[src/rtl/lsu_pkg.sv]
// Shared types and helpers for the load/store unit: FSM state encoding,
// default settle length and the load result formatter.
package lsu_pkg;

    localparam int LSU_SETTLE_CYCLES_DEFAULT = 1;

    typedef enum logic [2:0] {
        LSU_IDLE   = 3'd0,
        LSU_SETUP  = 3'd1,
        LSU_REQ    = 3'd2,
        LSU_WAIT   = 3'd3,
        LSU_SETTLE = 3'd4,
        LSU_DONE   = 3'd5
    } lsu_state_e;

    // raw holds {byte1, byte0} as read from memory (byte1 unused for byte loads)
    function automatic logic [15:0] load_format(input logic [15:0] raw,
                                                input logic        is_word,
                                                input logic        is_signed);
        logic [15:0] res;
        if (is_word) begin
            res = raw;
        end else if (is_signed) begin
            res = {{8{raw[7]}}, raw[7:0]};
        end else begin
            res = {8'h00, raw[7:0]};
        end
        return res;
    endfunction

endpackage

[src/rtl/load_store_unit.sv]
// Sequences CPU byte/halfword loads and stores into single-byte BRAM port transactions.
// Optional macro LSU_MISALIGN_TRAP_EN: odd-address word accesses fault instead of splitting.
module load_store_unit
    import lsu_pkg::*;
#(
    parameter int ADDR_W        = 16,
    parameter int SETTLE_CYCLES = LSU_SETTLE_CYCLES_DEFAULT
) (
    input  logic              clk_i,
    input  logic              rst_ni,
    input  logic              lsu_req_i,
    input  logic              lsu_write_i,
    input  logic              lsu_word_i,
    input  logic              lsu_signed_i,
    input  logic [ADDR_W-1:0] lsu_addr_i,
    input  logic [15:0]       lsu_wdata_i,
    output logic [15:0]       lsu_rdata_o,
    output logic              lsu_done_o,
    output logic              lsu_busy_o,
`ifdef LSU_MISALIGN_TRAP_EN
    output logic              lsu_fault_o,
`endif
    output logic [ADDR_W-1:0] mem_addr_o,
    output logic [7:0]        mem_wdata_o,
    input  logic [7:0]        mem_rdata_i,
    output logic              mem_write_o,
    output logic              mem_req_o,
    input  logic              mem_done_i
);

    localparam int SETTLE_N = (SETTLE_CYCLES < 1) ? 1 : SETTLE_CYCLES;
    localparam int CNT_W    = (SETTLE_N > 1) ? $clog2(SETTLE_N) : 1;
    localparam logic [CNT_W-1:0] SETTLE_LAST = CNT_W'(SETTLE_N - 1);

    lsu_state_e        state_q, state_d;
    logic [ADDR_W-1:0] addr_q, addr_d;
    logic [15:0]       wdata_q, wdata_d;
    logic              write_q, write_d;
    logic              word_q, word_d;
    logic              signed_q, signed_d;
    logic              idx_q, idx_d;
    logic              more_q, more_d;
    logic [CNT_W-1:0]  settle_cnt_q, settle_cnt_d;
    logic [15:0]       rdata_q, rdata_d;
    logic [ADDR_W-1:0] mem_addr_q, mem_addr_d;
    logic [7:0]        mem_wdata_q, mem_wdata_d;
    logic              more;
`ifdef LSU_MISALIGN_TRAP_EN
    logic              fault_q, fault_d;
`endif

    always_comb begin
        state_d      = state_q;
        addr_d       = addr_q;
        wdata_d      = wdata_q;
        write_d      = write_q;
        word_d       = word_q;
        signed_d     = signed_q;
        idx_d        = idx_q;
        more_d       = more_q;
        settle_cnt_d = settle_cnt_q;
        rdata_d      = rdata_q;
        mem_addr_d   = mem_addr_q;
        mem_wdata_d  = mem_wdata_q;
        more         = word_q && !idx_q;
`ifdef LSU_MISALIGN_TRAP_EN
        fault_d      = fault_q;
`endif
        case (state_q)
            LSU_IDLE: begin
                if (lsu_req_i) begin
                    addr_d      = lsu_addr_i;
                    wdata_d     = lsu_wdata_i;
                    write_d     = lsu_write_i;
                    word_d      = lsu_word_i;
                    signed_d    = lsu_signed_i;
                    idx_d       = 1'b0;
                    more_d      = 1'b0;
                    // Address/data are registered here so they are stable through SETUP
                    mem_addr_d  = lsu_addr_i;
                    mem_wdata_d = lsu_wdata_i[7:0];
                    if (!lsu_write_i) begin
                        rdata_d = '0;
                    end
                    state_d = LSU_SETUP;
`ifdef LSU_MISALIGN_TRAP_EN
                    if (lsu_word_i && lsu_addr_i[0]) begin
                        rdata_d     = rdata_q;
                        mem_addr_d  = mem_addr_q;
                        mem_wdata_d = mem_wdata_q;
                        fault_d     = 1'b1;
                        state_d     = LSU_DONE;
                    end
`endif
                end
            end
            LSU_SETUP: state_d = LSU_REQ;
            LSU_REQ:   state_d = LSU_WAIT;
            LSU_WAIT: begin
                if (mem_done_i) begin
                    if (!write_q) begin
                        if (idx_q) begin
                            rdata_d[15:8] = mem_rdata_i;
                        end else begin
                            rdata_d[7:0] = mem_rdata_i;
                        end
                        if (!more) begin
                            rdata_d = load_format(rdata_d, word_q, signed_q);
                        end
                    end
                    // Advance to the second byte now so SETTLE already presents its address
                    if (more) begin
                        idx_d       = 1'b1;
                        mem_addr_d  = addr_q + ADDR_W'(1);
                        mem_wdata_d = wdata_q[15:8];
                    end
                    more_d = more;
                    if (write_q) begin
                        settle_cnt_d = '0;
                        state_d      = LSU_SETTLE;
                    end else begin
                        state_d = more ? LSU_SETUP : LSU_DONE;
                    end
                end
            end
            LSU_SETTLE: begin
                if (settle_cnt_q == SETTLE_LAST) begin
                    state_d = more_q ? LSU_SETUP : LSU_DONE;
                end else begin
                    settle_cnt_d = settle_cnt_q + CNT_W'(1);
                end
            end
            LSU_DONE: begin
                state_d = LSU_IDLE;
`ifdef LSU_MISALIGN_TRAP_EN
                fault_d = 1'b0;
`endif
            end
            default: state_d = LSU_IDLE;
        endcase
    end

    always_ff @(posedge clk_i or negedge rst_ni) begin
        if (!rst_ni) begin
            state_q      <= LSU_IDLE;
            addr_q       <= '0;
            wdata_q      <= '0;
            write_q      <= 1'b0;
            word_q       <= 1'b0;
            signed_q     <= 1'b0;
            idx_q        <= 1'b0;
            more_q       <= 1'b0;
            settle_cnt_q <= '0;
            rdata_q      <= '0;
            mem_addr_q   <= '0;
            mem_wdata_q  <= '0;
`ifdef LSU_MISALIGN_TRAP_EN
            fault_q      <= 1'b0;
`endif
        end else begin
            state_q      <= state_d;
            addr_q       <= addr_d;
            wdata_q      <= wdata_d;
            write_q      <= write_d;
            word_q       <= word_d;
            signed_q     <= signed_d;
            idx_q        <= idx_d;
            more_q       <= more_d;
            settle_cnt_q <= settle_cnt_d;
            rdata_q      <= rdata_d;
            mem_addr_q   <= mem_addr_d;
            mem_wdata_q  <= mem_wdata_d;
`ifdef LSU_MISALIGN_TRAP_EN
            fault_q      <= fault_d;
`endif
        end
    end

    assign lsu_rdata_o = rdata_q;
    assign lsu_done_o  = (state_q == LSU_DONE);
    assign lsu_busy_o  = (state_q != LSU_IDLE);
    assign mem_addr_o  = mem_addr_q;
    assign mem_wdata_o = mem_wdata_q;
    assign mem_req_o   = (state_q == LSU_REQ);
    assign mem_write_o = (state_q == LSU_REQ) && write_q;
`ifdef LSU_MISALIGN_TRAP_EN
    assign lsu_fault_o = fault_q;
`endif

endmodule

[config.mk]
export PLATFORM = sky130hd
export DESIGN_NAME = load_store_unit
export DESIGN_NICKNAME = d
export VERILOG_FILES = /design/src/rtl/lsu_pkg.sv /design/src/rtl/load_store_unit.sv
export SDC_FILE = /design/constraint.sdc
export NUM_CORES = 1
export LEC_CHECK = 0
export ABC_CLOCK_PERIOD_IN_PS = 2200
export BUFFER_PORTS_ARGS = -buffer_cell sky130_fd_sc_hd__buf_2
export CAP_MARGIN = 40
export CORE_ASPECT_RATIO = 1.1
export CORE_UTILIZATION = 52
export CTS_CLUSTER_SIZE = 14
export DETAILED_ROUTE_END_ITERATION = 6
export PLACE_DENSITY = 0.82
export SYNTH_ARGS = -nofsm -noshare
export SYNTH_HDL_FRONTEND = slang
export SYNTH_SLANG_ARGS = --single-unit
[constraint.sdc]
create_clock -name clk_i -period 2.2 [get_ports clk_i]
set_clock_uncertainty 0.1 [all_clocks]
set_input_delay 0.11 -clock clk_i [delete_from_list [all_inputs] [get_ports clk_i]]
set_output_delay 0.11 -clock clk_i [all_outputs]
set_load 0.01 [all_outputs]
# Yosys cells after proc, flatten, opt, wreduce, memory -nomap -nowiden
# Index checks and enable logic that the tools add are counted.
word_totals:
  output_inout_bits: 44
  word_cells: 74
  reg_bits: 81
  inputBits: 47
classes:
  add_sub_neg: 2
  eq_ne: 12
  n_reduce_logical: 13
  muxes: 35
ops:
  columns: ["cell", "n"]
  rows:
  - ["$mux W16", 10]
  - ["$pmux W16 S2", 2]
  - ["$mux W8", 5]
  - ["$mux W3", 6]
  - ["$add A16 B1 Y16 const B", 1]
  - ["$pmux W8 S2", 1]
  - ["$pmux W3 S5", 1]
  - ["$ne A2 B2 Y1 const B", 7]
  - ["$reduce_and A3 Y1", 3]
  - ["$mux W1", 7]
  - ["$eq A3 B2 Y1 const B", 2]
  - ["$eq A3 B3 Y1 const B", 2]
  - ["$pmux W1 S2", 3]
  - ["$reduce_and A5 Y1", 1]
  - ["$reduce_and A4 Y1", 1]
  - ["$reduce_bool A2 Y1", 2]
  - ["$eq A3 B1 Y1 const B", 1]
  - ["$logic_not A3 Y1", 1]
  - ["$reduce_bool A3 Y1", 1]
  - ["$logic_and A1 B1 Y1", 2]
  - ["$reduce_and A2 Y1", 1]
  - ["$add A1 B1 Y1 const B", 1]
  - ["$logic_not A1 Y1", 1]

# Depth between registers and ports, before layout
logic_depth:
  word_depth: 7
  mapped_depth: 9
  mapped_depth_nobuf: 6

# Worst setup path before layout
# OpenSTA, ideal clock, no wires.
synth_timing:
  path_type: "flip-flop to flip-flop"
  from: "reg state_q[1]"
  to: "reg mem_addr_q[11] (netlist: mem_addr_o[11])"
  path_slack_ns: 0.247
  t_required_ns: 1.966
  path_stages_with_launch: 10
  t_arrival_ns: 1.719
  path_buffers: 4
  path_cell_list: "dfrtp_1 -> buf_6 -> or3b_1 -> or2_1 -> buf_6 -> and2_4 -> buf_6 -> buf_6 -> nand2_2 -> o211ai_2"
synth_via:
  elab_chain_len: 3
  elab_cells_between_ends: 8
synth_rtl:
  columns: ["element", "line_no", "text"]
  rows:
  - ["start, declared", "load_store_unit.sv:35", "lsu_state_e state_q, state_d;"]
  - ["start signal, assigned", "load_store_unit.sv:161", "state_q <= state_d;"]
  - ["$eq A3 B2 Y1 or $logic_not A3 Y1 (tied branches)", "load_store_unit.sv:69", "case (state_q)"]
  - ["$ne A2 B2 Y1 (no line) or $reduce_bool A2 Y1 (tied branches)", null, null]
  - ["$reduce_and A4 Y1 (no line)", null, null]
  - ["end signal, assigned", "load_store_unit.sv:171", "mem_addr_q <= mem_addr_d;"]
  - ["end, declared", "load_store_unit.sv:45", "logic [ADDR_W-1:0] mem_addr_q, mem_addr_d;"]
# Several ways; a longest one is shown, not always the timed one.
# A chain may end at the register's enable or synchronous reset.

# Worst setup path after layout
layout_timing:
  from: "reg state_q[1]"
  to: "reg mem_wdata_q[0] (netlist: mem_wdata_o[0])"
layout_via:
  elab_chain_len: 3
  elab_cells_between_ends: 8
layout_rtl:
  columns: ["element", "line_no", "text"]
  rows:
  - ["$eq A3 B2 Y1 or $logic_not A3 Y1 (tied branches)", "load_store_unit.sv:69", null]
  - ["$ne A2 B2 Y1 (no line) or $reduce_bool A2 Y1 (tied branches)", null, null]
  - ["$reduce_and A4 Y1 (no line)", null, null]
  - ["end signal, assigned", "load_store_unit.sv:172", "mem_wdata_q <= mem_wdata_d;"]
  - ["end, declared", "load_store_unit.sv:46", "logic [7:0] mem_wdata_q, mem_wdata_d;"]
# Several ways; a longest one is shown, not always the timed one.

==> results.sh <==
export IMPL_syn_nets=420
export IMPL_hold_viol_final=0
export IMPL_grt_max_degree=31
export IMPL_min_from="lsu_req_i"
export IMPL_path_clk_slew_ns=0.08
export IMPL_p_int_w=0.00333
export IMPL_maxSlewHeadroom_pct=55.0
export IMPL_layout_commonest_cell="nand2_1"
export IMPL_diodes=0
export IMPL_dominantRegCellSynth="dfrtp_1"
export IMPL_grt_ovfl_total=0
export IMPL_period_share_pct=92.8
export IMPL_setup_viol=0
export IMPL_initial_core_util_pct=53.8
export IMPL_layout_common_cells="124 x nand2_1, 90 x buf_2, 72 x dfrtp_1"
export IMPL_crit_required_ns=2.37
export IMPL_grt_pass1_vias=3030
export IMPL_final_nets=556
export IMPL_peakVddDrop_mv=0.852
export IMPL_synth_distinct_cells=42
export IMPL_ctsLongestPathBuffers=2
export IMPL_dr_pass1_iters=5
export IMPL_clkLatencyLatePin_ns=0.35
export IMPL_worst_pin_slew_ns=0.675
export IMPL_critical_path_endpoint_type="flop"
export IMPL_p_leak_nw=2.22
export IMPL_hold_ws_ns=0.0694
export IMPL_layout_min_cycle_time_ns=2.04
export IMPL_final_antenna_net_count=0
export IMPL_powerDensity_nw_per_um2=1260
export IMPL_wirelength_mm=8.64
export IMPL_vias=3205
export IMPL_postSynthAreaPerCell_um2=8.91
export IMPL_power_frac_seq_pct=42.4
export IMPL_die_h_um=85.7
export IMPL_tritoncts="done"
export IMPL_drcViolationCount=0
export IMPL_drive_gt1_share_pct=24.4
export IMPL_vias_per_cell=5.40
export IMPL_critPathLaunchType="flop"
export IMPL_maxSlewViolCount=0
export IMPL_path_class="flop to flop"
export IMPL_grt_use_total_pct=27.6
export IMPL_routedWlPerCell_um=14.6
export IMPL_ys_async_sr_fraction_pct=100
export IMPL_hp_class="input pin to flop"
export IMPL_fp_coreArea_um2=6160
export IMPL_gp_congestion=0.862
export IMPL_area_growth_pct=35.1
export IMPL_critPathMaxFanout=22
export IMPL_synth_edff_count=0
export IMPL_num_rows=30
export IMPL_cp_arrival_ns=2.21
export IMPL_power_share_combinational_pct=40.5
export IMPL_fmax_ghz=0.490
export IMPL_grt_pass1_wl_mm=14.3
export IMPL_outcome="finished, final reports clean"
export IMPL_rsz0062_at_grt="false"
export IMPL_drv_cap=0
export IMPL_p_clk_share_pct=17.1
export IMPL_numCtsBuffers=9
export IMPL_synth_seq_cells=72
export IMPL_power_switching_w=0.00233
export IMPL_synth_seq_area_share_pct=54.4
export IMPL_syn_cell_area_um2=3310
export IMPL_dieWidth_um=78.1
export IMPL_first_iter_violations=173
export IMPL_startpoint="state_q[1]$_DFFE_PN0P_"
export IMPL_postCtsSetupRepairBufs=0
export IMPL_r2r_start="state_q[1]$_DFFE_PN0P_"
export IMPL_htree_levels=3
export IMPL_fin_setup_tns_ns=0
export IMPL_ios=91
export IMPL_die_area_um2=6690
export IMPL_yosysWarnings=0
export IMPL_synthCells=372
export IMPL_io_buffers=90
export IMPL_cts_root_buf="clkbuf_8"
export IMPL_antenna_found_initial=0
export IMPL_p_sw_share_pct=41.2
export IMPL_cts_sinks=72
export IMPL_hpwl_mm=5.55
[synthesized netlist by cell type (4+ instances only)]
library cell	instances	area share, %
nand2_1	124	14
dfrtp_1	72	54
nor2_1	24	2.7
o21ai_0	20	3.0
a21oi_1	15	2.3
clkbuf_1	13	1.5
a31oi_1	10	1.9
o21ai_1	10	1.5
nand3_1	8	1.2
a22o_1	7	1.9
xor2_1	7	1.9
xnor2_1	6	1.6
inv_1	5	0.57
buf_6	4	1.4
nand4_1	4	0.76
o211ai_1	4	0.91
or3_1	4	0.76
[kinds of logic (layout without fill, tap and decap cells)]
logic type	Yosys count	after routing	synth area share [%]
multiplexers	1	1	0.302
XOR/XNOR	13	13	3.44
AO/OA/AOI/OAI	71	71	13.0
adder cells (fa/ha/maj)	1	1	0.378
buffers and inverters	26	167	4.04
flip-flops	72	72	54.4
AND/OR/NAND/NOR	188	188	24.5
[sequential cells by signal (all words and copies together), names as in the netlist, 3 cells and up]
signal / count
addr_q: 16
mem_addr_o: 16
state_q: 3
wdata_q: 8
mem_wdata_o: 8
lsu_rdata_o: 16
[path summary, 6_finish.rpt]
| path | to | slack, ns | cells past startpoint |
|---|---|---|---|
| setup / recovery | mem_wdata_o[0]$_DFFE_PN0P_ | 0.16 | 6 |
| hold / removal | state_q[0]$_DFFE_PN0P_ | 0.07 | 4 |
| setup reg to reg | mem_wdata_o[0]$_DFFE_PN0P_ | 0.16 | 6 |
| hold reg to reg | lsu_rdata_o[0]$_DFFE_PN0P_ | 0.38 | 2 |
| max in group asynchronous | wdata_q[10]$_DFFE_PN0P_ | 1.09 | 3 |
| min in group asynchronous | lsu_rdata_o[9]$_DFFE_PN0P_ | 0.23 | 2 |
[metal layers]
layer	global-route usage, %	wire (um)	vias up	part of all wire [%]
met5	0	0	-	0
met4	9.76	174	0	2.0
met3	6.49	498	18	5.8
met2	46.6	4370	133	51
met1	34.9	3600	1541	42
li1	-	-	1513	-
[worst max-delay path: stages, from the launching register on]
cell	delay, ns
dfrtp_1	0.47
or3b_1	0.46
or2_1	0.35
nand2_1	0.10
buf_4	0.23
nor2_1	0.09
a31oi_1	0.16
[timing repair]
| item | CTS | global route |
|---|---|---|
| resized for setup | 0 | 0 |
| hold buffers | 45 | 0 |
| hold endpoints to repair | 94 | 0 |
[power groups by stage]
stage	clock network [W]	registers, W	logic (W)
2_1_floorplan	0	0.00245	0.00138
3_3_place_gp	0	0.00238	0.00213
3_5_place_dp	0	0.00240	0.00221
4_1_cts	0.000982	0.00238	0.00228
5_1_grt	0.00103	0.00247	0.00257
6_report	0.000968	0.00240	0.00229
[stage by stage]
step           total power (W)  util [%]  instances  setup WS (ns)  area, um^2
2_1_floorplan          0.00382         -        372          0.247        3310
3_3_place_gp           0.00451      62.5        532          0.227        3850
3_5_place_dp           0.00461      62.5        532          0.173        3850
4_1_cts                0.00565      72.7        593          0.172        4480
5_1_grt                0.00607      72.7        593         0.0288        4480
6_report               0.00566      72.7        593          0.159        4480
[layout make-up]
type / instances / area, um^2
flip-flops and latches: 72 / 1800
repair buffers: 146 / 996
clock buffers: 10 / 138
clock inverters: 6 / 42.5
well taps: 80 / 100
multi-input cells: 274 / 1380
inverters: 5 / 18.8
fillers: 460 / 1680
Note: power is estimated with default switching activity, not from simulation.
